$ cat src/rtl/aes_round_sequencer.sv
// Iterative AES-128 round controller: walks the shared round datapath through the
// initial AddRoundKey plus NR rounds, fetching one round key per step.
module aes_round_sequencer #(
    parameter int unsigned NR = 10,
    parameter int unsigned RW = 4
) (
    input  logic          clk,
    input  logic          rst_n,
    input  logic          start,
    input  logic          enc_dec_in,
    input  logic          abort,
    output logic          ready,
    output logic          enc_dec,
    output logic          key_req,
    output logic [RW-1:0] key_idx,
    input  logic          key_ack,
    output logic          ld_input,
    output logic          ld_round,
    output logic          mix_en,
    output logic [RW-1:0] round_idx,
    output logic          out_valid,
    input  logic          out_ready
);

    localparam logic [RW-1:0] NR_IDX   = RW'(NR);
    localparam logic [RW-1:0] LAST_MIX = RW'(NR - 1);

    typedef enum logic [2:0] {
        S_IDLE  = 3'd0,
        S_INIT  = 3'd1,
        S_ROUND = 3'd2,
        S_FINAL = 3'd3,
        S_DONE  = 3'd4
    } state_e;

    state_e          state_q, state_d;
    logic            enc_dec_q, enc_dec_d;
    logic [RW-1:0]   round_idx_q, round_idx_d;

    always_ff @(posedge clk or negedge rst_n) begin
        if (!rst_n) begin
            state_q     <= S_IDLE;
            enc_dec_q   <= 1'b1;
            round_idx_q <= '0;
        end else begin
            state_q     <= state_d;
            enc_dec_q   <= enc_dec_d;
            round_idx_q <= round_idx_d;
        end
    end

    // Next-state logic and key_ack-qualified load strobes; abort overrides everything.
    always_comb begin
        state_d     = state_q;
        enc_dec_d   = enc_dec_q;
        round_idx_d = round_idx_q;
        ld_input    = 1'b0;
        ld_round    = 1'b0;
        if (abort) begin
            state_d     = S_IDLE;
            round_idx_d = '0;
        end else begin
            case (state_q)
                S_IDLE: begin
                    if (start) begin
                        enc_dec_d   = enc_dec_in;
                        round_idx_d = '0;
                        state_d     = S_INIT;
                    end
                end
                S_INIT: begin
                    if (key_ack) begin
                        ld_input    = 1'b1;
                        round_idx_d = RW'(1);
                        state_d     = S_ROUND;
                    end
                end
                S_ROUND: begin
                    if (key_ack) begin
                        ld_round    = 1'b1;
                        round_idx_d = round_idx_q + RW'(1);
                        if (round_idx_q == LAST_MIX) begin
                            state_d = S_FINAL;
                        end
                    end
                end
                S_FINAL: begin
                    if (key_ack) begin
                        ld_round = 1'b1;
                        state_d  = S_DONE;
                    end
                end
                S_DONE: begin
                    if (out_ready) begin
                        round_idx_d = '0;
                        state_d     = S_IDLE;
                    end
                end
                default: begin
                    state_d     = S_IDLE;
                    round_idx_d = '0;
                end
            endcase
        end
    end

    // Key index counts down when decrypting so the schedule is walked in reverse.
    always_comb begin
        ready     = 1'b0;
        key_req   = 1'b0;
        key_idx   = '0;
        mix_en    = 1'b0;
        out_valid = 1'b0;
        case (state_q)
            S_IDLE: ready = 1'b1;
            S_INIT: begin
                key_req = 1'b1;
                key_idx = enc_dec_q ? '0 : NR_IDX;
            end
            S_ROUND: begin
                key_req = 1'b1;
                key_idx = enc_dec_q ? round_idx_q : (NR_IDX - round_idx_q);
                mix_en  = 1'b1;
            end
            S_FINAL: begin
                key_req = 1'b1;
                key_idx = enc_dec_q ? NR_IDX : '0;
            end
            S_DONE: out_valid = 1'b1;
            default: ready = 1'b0;
        endcase
    end

    assign enc_dec   = enc_dec_q;
    assign round_idx = round_idx_q;

endmodule

$ cat config.mk
export PLATFORM = sky130hd
export DESIGN_NAME = aes_round_sequencer
export DESIGN_NICKNAME = d
export VERILOG_FILES = /design/src/rtl/aes_round_sequencer.sv
export SDC_FILE = /design/constraint.sdc
export NUM_CORES = 1
export LEC_CHECK = 0
export ABC_AREA = 1
export BUFFER_PORTS_ARGS = -buffer_cell sky130_fd_sc_hd__buf_2
export CORE_ASPECT_RATIO = 0.9
export CORE_MARGIN = 5
export CORE_UTILIZATION = 43
export DETAILED_ROUTE_END_ITERATION = 10
export PLACE_DENSITY_LB_ADDON = 0.2
export SLEW_MARGIN = 20
export SYNTH_ARGS = -nofsm -noshare
export SYNTH_HDL_FRONTEND = slang
export SYNTH_SLANG_ARGS = --single-unit
$ cat constraint.sdc
create_clock -name clk -period 1.67 [get_ports clk]
set_clock_uncertainty 0.1 [all_clocks]
set_input_delay 0.0835 -clock clk [delete_from_list [all_inputs] [get_ports clk]]
set_output_delay 0.0835 -clock clk [all_outputs]
set_load 0.05 [all_outputs]
Yosys cells after proc, flatten, opt, wreduce, memory -nomap -nowiden
Index checks and enable logic that the tools add are counted.
Storage, ports and cells
  flip-flop bits (word level): 8
  bits in latches: 0
  bits in writable memories: 0
  ROM bits: 0
  bits of input ports: 7
  output and inout bits: 15
  word-level logic and storage cells: 51
  memories kept: 0
Operators by class
  $add $sub $neg: 2
  multipliers: 0
  div/mod/pow operators: 0
  $lt $le $gt $ge: 0
  equal/unequal tests: 12
  shift operators: 0
  mux-type cells: 27
  bitwise logic cells: 1
  reduce and logical (&&, ||, !) cells: 6
Operator list (count)
  $mux 4: 8
  $mux 3: 7
  $pmux 4 s5: 1
  $ne 3x3->1 const B: 6
  $pmux 3 s5: 1
  $pmux 4 s3: 1
  $mux 1: 9
  $eq 3x2->1 const B: 2
  $reduce_and 6->1: 1
  $reduce_and 5->1: 1
  $add 4x1->4 const B: 1
  $eq 4x4->1 const B: 1
  $sub 4x4->4 const A: 1
  $eq 3x1->1 const B: 1
  $eq 3x3->1 const B: 1
  $logic_not 3->1: 1
  $reduce_and 3->1: 1
  $reduce_or 3->1: 1
  $ne 2x2->1 const B: 1
  $reduce_or 2->1: 1
  $not 1->1: 1

Longest topological paths before layout
  depth in word-level cells: 5
  gate-level depth with buffers: 9
  depth with buffers taken out: 9

Worst setup path after synthesis
No wires, ideal clock.
  path kind: flip-flop to output port
  from: register state_q[0]
  to: output port key_idx[3]
  arrival: 2.316 ns
  path slack: -0.830 ns
  stages on the path, launching flop included: 6
  buffers on the path: 0
  cell sequence: dfrtp_1 -> nor2_2 -> nand2_1 -> inv_1 -> o21ai_0 -> o21ai_0
Between the ends
  longest elaborated chain between the ends: 2
Ends and longest elaborated chain
  start, declared: RTL line 36  | state_e state_q, state_d;
  start signal, assigned: RTL line 46  | state_q <= state_d;
  $eq 3x2->1 or $eq 3x1->1 (tied branches): RTL line 114  | case (state_q)
  $pmux 4 s3 (*): RTL line 114
  end, declared: RTL line 15  | output logic [RW-1:0] key_idx,
Every way passes the cells marked *; elsewhere a longest branch is shown, timed or not.

Final worst setup path
  from: register enc_dec_q, in the netlist enc_dec
  to: output port key_idx[3]
Between the ends
  longest elaborated chain between the ends: 2
Ends and longest elaborated chain
  start, declared: RTL line 37  | logic enc_dec_q, enc_dec_d;
  start signal, assigned: RTL line 47  | enc_dec_q <= enc_dec_d;
  $mux 4, on equally long branches: RTL line 127, 118, 122
  $pmux 4 s3 (*): RTL line 114
Marked as above.

==> parameters.txt <==
Parameter                              Value

Clocking
  CTS Buffer Depth    2
  CTS sink cnt    8
  CTS H-tree lvls    1
  Cts bufs inserted    3
  Clock Pin Slew Worst Setup and Hold Paths    50 ps
  Root Buffer    sky130_fd_sc_hd__clkbuf_4
  TritonCTS clock tree    done
  Source-to-sink clock delay at the later pin of the worst-skew pair    around 250 ps

Synth
  Cell area after synthesis    ~660 sq um
  Sequential-to-total area share from yosys stat    30.6%
  Net count of the mapped netlist    between 100 and 150
  Cell count after synthesis    107
  Register bit count reported by yosys    8
  Mean cell area of the mapped netlist    roughly 6.2 sq um
  Synth warn    0
  Count of distinct cell types in the synthesized netlist    17

Timing
  Max frequency    613 MHz
  Remaining max-slew budget at the tightest pin    80.0%
  Setup Viol. Count Final    0
  Unrepaired setup endpoints after global routing    true
  Post-layout min period    1630 ps
  Final worst setup slack    40.0 ps
  Final critical-path share of the clock period    between 90% and 100%
  Count of endpoints failing hold in the final timing report    0
  Count of pins over their slew limit    0
  Pin slew with the least headroom to its limit    297 ps

Detailed routing
  Mean number of vias per cell    5.17
  Per-cell routed wire length    11.8 um
  Violation count after the first detailed-routing iteration    33
  Routed wire length    1790 um
  Total DRC errors in the routed layout    0
  Number of nets still failing antenna checks after routing    0
  Iteration count of the initial detailed-routing pass    4
  Vias after detailed routing    780

Worst setup path
  CP startpoint kind    flop
  Worst flop-to-flop path startpoint    state_q[0]
  Critical Path AT    around 1500 ps
  Series of cell instances along the critical path    inv_1 > nand3_1 > o21ai_1 > o21ai_4 > buf_6
  Longest individual stage delay on the worst path    540 ps
  Top delay family on crit path    flip-flops
  Highest net fanout along the worst path    8
  Category of the worst setup path capture point    primary output
  Endpoint required time on the critical path    1490 ps
  R2R depth    6
  Cell type of the slowest stage on the worst timing path    sky130_fd_sc_hd__dfstp_2
  Crit Path Category    reg -> out
  Setup slack on the worst flop-to-flop path    between 150 and 200 ps
  Sum of buffers and inverters on the critical path    2
  End of the worst register-to-register path    enc_dec

Floorplan
  Die area    0.00241 sq mm
  Starting utilization of the core area    between 40 and 50%
  Number of placement rows    13
  Core outline area    0.00145 sq mm
  Vertical die dimension    47.1 um
  Total I/O pin count    22
  Horizontal extent of the die    between 50 and 60 um

Hold path
  Hold-critical path endpoint    state_q[2]
  Worst hold path stage count    4
  Class of the worst hold path    in -> reg
  Hold Path Origin    out_ready

Outcome
  Run status    completed

Placement
  Detailed Place HPWL    1300 um
  Number of placed cells counting well taps    roughly 140
  Worst Setup Slack post-DPL    128 ps
  Post-detailed-placement cell area    810 sq um
  Count of buffers from port buffering    21
  Weighted congestion reported at the end of routability-driven placement    between 0.8 and 0.9

Pwr
  Combinational cell fraction of total power    68.5%
  Leak pwr    0.000489 uW
  Post-layout power    1530 uW
  Switching pwr    870 uW
  Power per cell area    1630 mW/mm^2
  Peak supply drop    1.08 mV
  Power Internal    approximately 660 uW
  Fraction of power consumed by sequential logic    21.7%
  Fraction of power spent switching nets    between 50% and 60%
  Part of the power in the clock network    9.8%

Cells and area
  Area growth syn-to-layout    42.8%
  Final instance count without filler cells    roughly 150
  Most common cell after layout, fill and taps aside    sky130_fd_sc_hd__nand2_1
  Commonest non-fill, non-tap cells in the layout    28 x sky130_fd_sc_hd__nand2_1, 18 x sky130_fd_sc_hd__nor2_1, 18 x sky130_fd_sc_hd__buf_2
  Count of antenna diodes in the layout    0
  Multi-input gate area    460 sq um
  Number of nets at the end of the flow    146
  Count of fill cells added during filler insertion    143
  Reg area    slightly above 200 sq um
  Fraction of layout cells with a size suffix above 1    36.0%
  Design Area, Final    around 940 sq um

Global route
  Number of antenna violations at the first check in global routing    0
  Overall track demand over capacity in global routing    between 10% and 20%
  GRT overflow    0
  Met2 capacity usage during global routing    22.9%
  Met1 GRT Util    19.6%
  Maximum number of pins on one net before global-route repair    11
  Met3 track demand over resource in global routing    between 1.5 and 2%
  Busiest layer in global routing    met2
  Number of global-route vias before repair    661
  First-pass GRT wire length    2640 um

Flow run
  Maximum capacitance violations    0
how the worst max path moves through the flow:
stage	slack, ps	from	depth (start not counted)	endpoint
CTS	-9	enc_dec	4	key_idx[3]
detailed placement	130	state_q[2]	6	key_idx[3]
global route	-40	state_q[1]	5	key_idx[1]
floorplan	-20	state_q[0]	5	key_idx[2]
global placement	160	state_q[2]	6	key_idx[2]
finish	40	enc_dec	5	key_idx[3]
metal layers:
metal | routed length [um] | vias up | share of wire [%]
li1 | - | 402 | -
met1 | 814 | 346 | 46
met2 | 834 | 30 | 47
met3 | 125 | 2 | 7.0
met4 | 10 | 0 | 0.56
met5 | 0 | - | 0
power by group through the flow:
stage                     Sequential (uW)  Combinational, uW  Clock [uW]
after global routing                  340               1130         165
after floorplan                       359                686           0
final                                 333               1050         150
after global placement                310                920           0
after detailed placement              314                922           0
after CTS                             314                971         159
layout make-up:
class / instances / area share [%]
well taps: 15 / 2.00
repair buffers: 26 / 17.7
inverters: 15 / 6.39
multi-input cells: 83 / 49.0
flip-flops and latches: 8 / 22.1
clock buffers: 4 / 2.80
cell usage after synthesis (all sizes together):
cell type	instances	area [sq um]
a21oi	4	20.0
a31oi	1	6.26
clkbuf	1	13.8
dfrtp	7	175
dfstp	1	26.3
ha	2	25.0
inv	15	56.3
nand2	30	115
nand3	16	85.1
nand4	1	6.26
nor2	20	80.1
nor3	2	10.0
o21ai	6	30.0
xnor2	1	8.76
per-stage QoR:
step,hold WS (ps),util (%),setup TNS [ps]
3_5_place_dp,-173,55.9,0
2_1_floorplan,-312,-,-30.9
3_3_place_gp,-172,55.9,0
4_1_cts,29.2,61.0,-17.7
6_report,40.9,64.9,0
5_1_grt,45.0,64.9,-70.4
what timing repair did:
item                       in CTS  in global routing
hold endpoints to repair        9                  0
buffers inserted                0                  2
resized for setup               9                 12
hold buffers                    2                  0
setup endpoints to repair       3                  4
flip-flops by register name, summed over array words and instances (netlist names):
register / count
enc_dec: 1
round_idx: 4
state_q: 3
cells by family after synthesis:
group | synth area share [%]
xor gates and xnor gates | 1.33
and+or+nand+nor | 45.1
adders and majority gates | 3.80
buffers and inverters | 10.6
AOI/OAI and AO/OA | 8.56
DFF | 30.6
worst reg2reg max path: cells and delay by family (launching register included):
kind	cells	cell delay, ps
AND/OR/NAND/NOR	3	430
AO/OA/AOI/OAI	1	230
buffers and inverters	2	180
flip-flops	1	450
Power figures use the tool's default switching activity.
